`config.mk`:
```
export PLATFORM = sky130hd
export DESIGN_NAME = seq_gen_flat
export DESIGN_NICKNAME = d
export VERILOG_FILES = /design/src/rtl/seq_gen_if.sv /design/src/rtl/seq_gen.sv /design/src/flat_wrapper.sv
export SDC_FILE = /design/constraint.sdc
export NUM_CORES = 1
export LEC_CHECK = 0
export BUFFER_PORTS_ARGS = -buffer_cell sky130_fd_sc_hd__buf_4
export CORE_MARGIN = 2
export CORE_UTILIZATION = 40
export DETAILED_ROUTE_END_ITERATION = 8
export SLEW_MARGIN = 10
export SYNTH_ARGS = -nofsm -noshare
export SYNTH_HDL_FRONTEND = slang
export SYNTH_SLANG_ARGS = --single-unit
export TNS_END_PERCENT = 5
```
`constraint.sdc`:
```
create_clock -name clk -period 2 [get_ports clk]
set_input_delay 0.3 -clock clk [delete_from_list [all_inputs] [get_ports clk]]
set_output_delay 0.3 -clock clk [all_outputs]
set_load 0.03 [all_outputs]
```
`src/rtl/seq_gen_if.sv`:
```
// Switch-style bus between the sequence generator and whoever observes it.
// master drives start/mode and watches the codes; slave is the generator.
interface seq_gen_if;
    logic       start;
    logic [1:0] mode;
    logic [3:0] sw_out;
    logic       busy;
    logic       done;
    logic [2:0] step;
    logic [1:0] led;

    modport master (
        output start, mode,
        input  sw_out, busy, done, step, led
    );

    modport slave (
        input  start, mode,
        output sw_out, busy, done, step, led
    );
endinterface

```
`src/rtl/seq_gen.sv`:
```
// Scripted one-hot code transmitter for the switch-sequence detector, with a
// parallel model of the detector state shown on the LEDs.
module seq_gen #(
    parameter int unsigned HOLD_CYCLES = 4,
    parameter int unsigned GAP_CYCLES  = 2,
    parameter int unsigned CNT_W       = 8
) (
    input  logic       clk,
    input  logic       rst,
    seq_gen_if.slave   bus
);

    localparam int unsigned STEP_W = 3;
    localparam int unsigned CODE_W = 4;

    localparam logic [1:0] IDLE  = 2'd0;
    localparam logic [1:0] DRIVE = 2'd1;
    localparam logic [1:0] GAP   = 2'd2;
    localparam logic [1:0] DONE  = 2'd3;

    localparam logic [1:0] LED_S0 = 2'b01;
    localparam logic [1:0] LED_S1 = 2'b10;
    localparam logic [1:0] LED_S2 = 2'b11;

    logic [1:0]        state_q, state_d;
    logic [STEP_W-1:0] step_q,  step_d;
    logic [CNT_W-1:0]  cnt_q,   cnt_d;
    logic [1:0]        mode_q,  mode_d;
    logic [1:0]        led_q,   led_d;
    logic [CODE_W-1:0] sw_out_q, sw_out_d;
    logic              busy_q,  busy_d;
    logic              done_q,  done_d;

    logic [CODE_W-1:0] cur_code;
    logic              hold_end;
    logic              gap_end;
    logic              is_last;

    // Code table: all scripts share a 0001,0010 prefix.
    function automatic logic [CODE_W-1:0] code_of(input logic [1:0] m,
                                                  input logic [STEP_W-1:0] s);
        logic [CODE_W-1:0] c;
        c = '0;
        case (s)
            3'd0:    c = 4'b0001;
            3'd1:    c = 4'b0010;
            3'd2:    c = (m == 2'd2) ? 4'b1000 : 4'b0100;
            3'd3:    c = 4'b0010;
            3'd4:    c = 4'b1000;
            default: c = '0;
        endcase
        return c;
    endfunction

    function automatic logic [STEP_W-1:0] last_of(input logic [1:0] m);
        logic [STEP_W-1:0] l;
        l = '0;
        case (m)
            2'd0:    l = 3'd1;
            2'd1:    l = 3'd3;
            2'd2:    l = 3'd2;
            default: l = 3'd4;
        endcase
        return l;
    endfunction

    // Detector transition rules; unlisted code/state pairs hold.
    function automatic logic [1:0] led_next(input logic [1:0] s,
                                            input logic [CODE_W-1:0] c);
        logic [1:0] n;
        n = s;
        case (s)
            LED_S0:  if (c == 4'b0001) n = LED_S1;
            LED_S1:  if (c == 4'b0010) n = LED_S2;
            LED_S2:  begin
                if (c == 4'b0100)      n = LED_S1;
                else if (c == 4'b1000) n = LED_S0;
            end
            default: n = s;
        endcase
        return n;
    endfunction

    assign cur_code = code_of(mode_q, step_q);
    assign hold_end = (cnt_q == CNT_W'(HOLD_CYCLES - 1));
    assign gap_end  = (cnt_q == CNT_W'(GAP_CYCLES - 1));
    assign is_last  = (step_q == last_of(mode_q));

    // Next-state and next-output logic.
    always_comb begin
        state_d = state_q;
        step_d  = step_q;
        cnt_d   = cnt_q;
        mode_d  = mode_q;
        led_d   = led_q;

        case (state_q)
            IDLE: begin
                if (bus.start) begin
                    mode_d  = bus.mode;
                    step_d  = '0;
                    cnt_d   = '0;
                    state_d = DRIVE;
                end
            end
            DRIVE: begin
                if (cnt_q == '0) led_d = led_next(led_q, cur_code);
                if (hold_end) begin
                    cnt_d = '0;
                    if (is_last) begin
                        state_d = DONE;
                    end else if (GAP_CYCLES == 0) begin
                        step_d = step_q + STEP_W'(1);
                    end else begin
                        state_d = GAP;
                    end
                end else begin
                    cnt_d = cnt_q + CNT_W'(1);
                end
            end
            GAP: begin
                if (gap_end) begin
                    cnt_d   = '0;
                    step_d  = step_q + STEP_W'(1);
                    state_d = DRIVE;
                end else begin
                    cnt_d = cnt_q + CNT_W'(1);
                end
            end
            DONE: begin
                state_d = IDLE;
            end
            default: begin
                state_d = IDLE;
            end
        endcase

        sw_out_d = (state_d == DRIVE) ? code_of(mode_d, step_d) : '0;
        busy_d   = (state_d == DRIVE) || (state_d == GAP);
        done_d   = (state_d == DONE);
    end

    always_ff @(posedge clk) begin
        if (rst) begin
            state_q  <= IDLE;
            step_q   <= '0;
            cnt_q    <= '0;
            mode_q   <= '0;
            led_q    <= LED_S0;
            sw_out_q <= '0;
            busy_q   <= 1'b0;
            done_q   <= 1'b0;
        end else begin
            state_q  <= state_d;
            step_q   <= step_d;
            cnt_q    <= cnt_d;
            mode_q   <= mode_d;
            led_q    <= led_d;
            sw_out_q <= sw_out_d;
            busy_q   <= busy_d;
            done_q   <= done_d;
        end
    end

    assign bus.sw_out = sw_out_q;
    assign bus.busy   = busy_q;
    assign bus.done   = done_q;
    assign bus.step   = step_q;
    assign bus.led    = led_q;

endmodule

```
`src/flat_wrapper.sv`:
```
// flat-port wrapper written by rule: the top's interface ports become plain ports
module seq_gen_flat 
#(
    parameter int unsigned HOLD_CYCLES = 4,
    parameter int unsigned GAP_CYCLES  = 2,
    parameter int unsigned CNT_W       = 8
)
  (clk, rst, bus_start, bus_mode, bus_sw_out, bus_busy, bus_done, bus_step, bus_led);
  seq_gen_if bus_i ();
  input  logic clk;
  input  logic rst;
  input wire logic [$bits(bus_i.start)-1:0] bus_start;
  input wire logic [$bits(bus_i.mode)-1:0] bus_mode;
  output wire logic [$bits(bus_i.sw_out)-1:0] bus_sw_out;
  output wire logic [$bits(bus_i.busy)-1:0] bus_busy;
  output wire logic [$bits(bus_i.done)-1:0] bus_done;
  output wire logic [$bits(bus_i.step)-1:0] bus_step;
  output wire logic [$bits(bus_i.led)-1:0] bus_led;
  assign bus_i.start = bus_start;
  assign bus_i.mode = bus_mode;
  assign bus_sw_out = bus_i.sw_out;
  assign bus_busy = bus_i.busy;
  assign bus_done = bus_i.done;
  assign bus_step = bus_i.step;
  assign bus_led = bus_i.led;
  seq_gen #(.HOLD_CYCLES(HOLD_CYCLES), .GAP_CYCLES(GAP_CYCLES), .CNT_W(CNT_W)) u_core (.clk(clk), .rst(rst), .bus(bus_i));
endmodule
```
# --- Word-level counts from Yosys, hierarchy flattened ---
# Index checks and enable logic that the tools add are counted.
word_totals:
  regBits: 23
  latch_bits: 0
  ramBits: 0
  romBits: 0
  inputBits: 5
  out_inout_bits: 11
  elab_cells: 79
  mem_count: 0
classes:
  n_addsub: 2
  multipliers: 0
  div: 0
  order_cmp: 0
  n_eq_ne: 31
  n_shift: 0
  n_mux: 24
  n_bitwise: 1
  reduce_logical: 13
op_table:
  columns: ["cell", "n"]
  rows:
  - ["4-bit case mux with 4 select lines", 2]
  - ["8-bit two-way mux", 3]
  - ["8-bit case mux with 3 select lines", 1]
  - ["2-bit two-way mux", 9]
  - ["2-bit == test, second input constant", 8]
  - ["3-bit by 2-bit == test with 1-bit output, second input constant", 4]
  - ["3-bit case mux with 3 select lines", 1]
  - ["8-bit by 1-bit adder with 8-bit output, second input constant", 1]
  - ["2-bit by 1-bit == test with 1-bit output, second input constant", 4]
  - ["8-bit by 1-bit == test with 1-bit output, second input constant", 1]
  - ["8-bit by 2-bit == test with 1-bit output, second input constant", 1]
  - ["8-bit logical NOT", 1]
  - ["4-bit two-way mux", 2]
  - ["2-bit case mux with 4 select lines", 1]
  - ["3-bit by 1-bit == test with 1-bit output, second input constant", 2]
  - ["3-bit == test, second input constant", 2]
  - ["3-bit logical NOT", 2]
  - ["3-bit two-way mux", 2]
  - ["2-bit case mux with 3 select lines", 1]
  - ["3-bit case mux with 2 select lines", 1]
  - ["6-bit AND reduction", 1]
  - ["3-bit nonzero test", 2]
  - ["2-bit OR reduction", 3]
  - ["4-bit by 1-bit == test with 1-bit output, second input constant", 1]
  - ["other kinds (13)", 15]

# --- Longest topological paths before layout ---
logic_depth:
  ltp_word: 9
  depth_mapped: 11
  mapped_depth_nobuf: 11

# --- Worst setup path before layout ---
# No wires, ideal clock.
synth_path:
  kind: "flip-flop to flip-flop"
  start: "register u_core.step_q[2] (netlist: u_core.bus.step[2])"
  end: "register u_core.led_q[0] (netlist: u_core.bus.led[0])"
  setup_time_ns: 0.122
  t_arrival_ns: 2.021
  required_ns: 1.878
  path_slack_ns: -0.143
  path_stages_with_launch: 8
  n_path_buf: 1
  period_less_slack_ns: 2.143
  path_cell_list: "dfxtp_1 -> buf_6 -> inv_1 -> ha_1 -> or3_1 -> o41ai_1 -> o41ai_1 -> a221o_1"
synth_between:
  elab_chain_cells: 6
  word_cells_on_any_way: 17
  classes_between: "eq/ne (11); mux (3); reduce/logical (3)"
synth_rtl:
  columns: ["element", "line", "text"]
  rows:
  - ["start, declared", "seq_gen.sv:26", "logic [STEP_W-1:0] step_q, step_d;"]
  - ["start signal, assigned", "seq_gen.sv:155", "step_q <= step_d;"]
  - ["3-bit by 1-bit == test with 1-bit output or 3-bit by 2-bit == test with 1-bit output (tied branches)", "seq_gen.sv:44", "case (s)"]
  - ["2-bit OR reduction (no line)", null, null]
  - ["4-bit case mux with 4 select lines *", "seq_gen.sv:44", null]
  - ["4-bit == test, or another cell as far along", "seq_gen.sv:77", "else if (c == 4'b1000) n = LED_S0;"]
  - ["3-bit by 1-bit inequality test with 1-bit output (no line), or another cell as far along", null, null]
  - ["6-bit AND reduction (no line) or 2-bit case mux with 3 select lines (tied branches)", null, null]
  - ["end signal, assigned", "seq_gen.sv:158", "led_q <= led_d;"]
  - ["end, declared", "seq_gen.sv:29", "logic [1:0] led_q, led_d;"]
# Mark *: on every way between the ends. The rest lies on a longest branch, timed or not.
# A chain may end at the register's enable or synchronous reset.

# --- Worst setup path in the final report ---
layout_path:
  start: "register u_core.step_q[0] (netlist: u_core.bus.step[0])"
  end: "register u_core.led_q[0] (netlist: u_core.bus.led[0])"
# The elaborated chain is that of the path after synthesis.

==> impl_metrics.env <==
export IMPL_async_flop_share=0
export IMPL_synth_most_common_cell="dfxtp_1"
export IMPL_synth_fp_nets=203
export IMPL_fmax_mhz=494.4
export IMPL_synth_edff_count=0
export IMPL_dp_hpwl_um=2717
export IMPL_fp_dieW_um=65.45
export IMPL_cts_buffer_depth=2
export IMPL_min_period_over_period=1.011
export IMPL_grt_pass1_wl_um=6568
export IMPL_synth_distinct_cells=46
export IMPL_yosys_warnings=0
export IMPL_setup_tns_ns=-0.03976
export IMPL_cp_end_kind="flop"
export IMPL_max_cap_viol_count=0
export IMPL_netlist_instances=181
export IMPL_synth_area_leaders="dfxtp_1 (30%), ha_1 (14%), nand2_1 (5.5%)"
export IMPL_antenna_found_initial=0
export IMPL_drv_slew=0
export IMPL_first_pass_iters=4
export IMPL_grt_use_total=0.1937
export IMPL_cts_tree="done"
export IMPL_ios=16
export IMPL_first_iter_violations=54
export IMPL_syn2layout_area_growth_pct=31.81
export IMPL_grt_ovfl_total=0
export IMPL_wl_um=3736
export IMPL_layout_drive_gt1_share=0.3607
export IMPL_tightest_slew_ns=0.4439
export IMPL_finClkSkew_ns=0.006810
export IMPL_ant_nets=0
export IMPL_synthFlopType="dfxtp_1"
export IMPL_first_global_vias=1437
export IMPL_worstPathRequired_ns=2.16
export IMPL_finalHoldViolCount=0
export IMPL_die_area_um2=4283
export IMPL_grt_use_met2=0.3508
export IMPL_dpl_cell_area_um2=1793
export IMPL_setup_viol=2
export IMPL_place_ws_ns=-0.1866
export IMPL_slew_headroom=0.6956
export IMPL_clock_sinks=23
export IMPL_use_met3=0.03425
export IMPL_routabilityCongestion=0.7694
export IMPL_ys_ff_latch=23
export IMPL_syn_area_um2=1510
export IMPL_fp_row_count=22
export IMPL_cp_max_fo=4
export IMPL_io_buffers=15
export IMPL_criticalPathCategory="reg -> reg"
export IMPL_ctsRootBufferMaster="clkbuf_8"
export IMPL_start_util=0.4156
export IMPL_fin_nets=242
export IMPL_p_per_area_nw_per_um2=502.8
export IMPL_grt_max_degree=23
export IMPL_top_usage_layer="met2"
export IMPL_viasPerCell=5.337
export IMPL_insertion_delay_ns=0.27
export IMPL_drc=0
export IMPL_globalRouteMet1Util=0.2266
export IMPL_die_h_um=65.45
export IMPL_yosys_area_top_type_share=0.3049
export IMPL_hold_slack_ns=0.2779
export IMPL_antenna_cells=0
export IMPL_syn_avg_cell_area_um2=8.344
export IMPL_h_tree_depth=1
export IMPL_routedWlPerCell_um=13.99
export IMPL_numCtsBuffers=3
export IMPL_leakagePower_uw=0.0008313
export IMPL_status="finished with violations"
export IMPL_vias=1425
export IMPL_holdCritPathClass="in -> reg"
export IMPL_cts_clk_slew_worst_paths_ns=0.09
export IMPL_vdd_drop_max_mv=0.3044
export IMPL_grt_setup_unrepaired="yes"
export IMPL_ys_seq_area_frac=0.3049
export IMPL_fill_cells=348
export IMPL_yosysTopAreaCell="dfxtp_1"
export IMPL_postLayoutCellArea_um2=1991
export IMPL_worstSetupStartpointType="flop"
export IMPL_failed_checks="negative setup slack"
export IMPL_coreArea_um2=3633
export IMPL_period_minus_slack_ns=2.023
export IMPL_yosys_top_cells_count="dfxtp_1 (23), nand2_1 (22), inv_1 (19), ha_1 (17), nor2_1 (14)"
export IMPL_cp_arrival_ns=2.18
export IMPL_worst_slack_ns=-0.02260
where the power goes:
group	switching [uW]	internal, uW	total (uW)	leakage [uW]
Sequential	15.1	469	484	0.000190
Clock	160	139	299	0.0000255
Combinational	119	99.1	218	0.000615
Total	293	708	1000	0.000831
final cells by class:
cell class	instances	area [um^2]	area share
Sequential cell	23	475.5	0.2388
Clock buffer	3	41.29	0.02074
Multi-Input combinational cell	133	1037	0.5211
Timing Repair Buffer	40	300.3	0.1508
Tap cell	48	60.06	0.03017
Clock inverter	1	5.005	0.002514
Inverter	19	71.32	0.03583
cells by family (layout without fill, tap and decap cells):
group	after synthesis	after routing	synth area share
AND/OR/NAND/NOR	70	70	0.2486
AO/OA/AOI/OAI	41	41	0.2063
buffers and inverters	25	63	0.06877
flip-flops	23	23	0.3049
adder cells (fa/ha/maj)	17	17	0.1408
XOR/XNOR	3	3	0.01740
multiplexers	2	2	0.01326
final timing paths:
path / from / to / slack, ns / cells past startpoint
setup / recovery: u_core.bus.step[0] / u_core.bus.led[0] / -0.02 / 6
hold / removal: bus_mode[0] / u_core.mode_q[0] / 0.28 / 3
setup reg to reg: u_core.bus.step[0] / u_core.bus.led[0] / -0.02 / 6
hold reg to reg: u_core.cnt_q[1] / u_core.cnt_q[1] / 0.51 / 2
critical path, stage by stage, from the launching register on:
cell	delay, ns
dfxtp_4	0.37
ha_1	0.20
ha_2	0.19
or3_4	0.39
o41ai_4	0.32
o41ai_1	0.12
a221o_1	0.33
stage by stage:
step / utilization / power [uW] / instances
4_1_cts: 0.5365 / 1002 / 267
6_report: 0.5479 / 1001 / 267
5_1_grt: 0.5479 / 1050 / 267
3_3_place_gp: 0.4935 / 682.3 / 255
2_1_floorplan: - / 617.2 / 181
3_5_place_dp: 0.4935 / 686.3 / 255
cells in the final DEF (no fill, tap or decap), drive strengths merged, types with 2 or more instances in the layout:
| master | Yosys | routed |
|---|---|---|
| a21oi | 12 | 12 |
| nand3b | 4 | 4 |
| dfxtp | 23 | 23 |
| or3 | 3 | 3 |
| xor2 | 2 | 2 |
| nor4 | 2 | 2 |
| inv | 19 | 19 |
| nand2 | 22 | 22 |
| nor2 | 14 | 14 |
| nand3 | 8 | 8 |
| mux2i | 2 | 2 |
| ha | 17 | 17 |
| o21ai | 4 | 4 |
| clkbuf | 3 | 3 |
| and2 | 2 | 2 |
| nand4 | 2 | 2 |
| a32o | 2 | 2 |
| o41ai | 3 | 3 |
| o31ai | 4 | 4 |
| nor3 | 4 | 4 |
| buf | 3 | 40 |
| nand2b | 2 | 2 |
| nor2b | 2 | 2 |
| a31oi | 7 | 7 |
| o32ai | 2 | 2 |
| o21a | 2 | 2 |
registers in the layout (all words and copies together), names as in the netlist:
name	flops
u_core.bus.busy	1
u_core.bus.done	1
u_core.bus.led	2
u_core.bus.step	3
u_core.bus.sw_out	4
u_core.cnt_q	8
u_core.mode_q	2
u_core.state_q	2
metal layers:
layer,share of wire,routed length (um)
met2,0.52,1957
met4,0.018,68
met3,0.034,127
met1,0.42,1583
met5,0,0
repair_timing:
item	4_1_cts	5_1_grt
setup buffers	8	0
hold buffers	0	0
endpoints found under the setup margin	5	11
resized for setup	15	9
pin swaps	7	1
endpoints found under the hold margin	0	0
No activity file was read; power rests on OpenSTA's default activity.
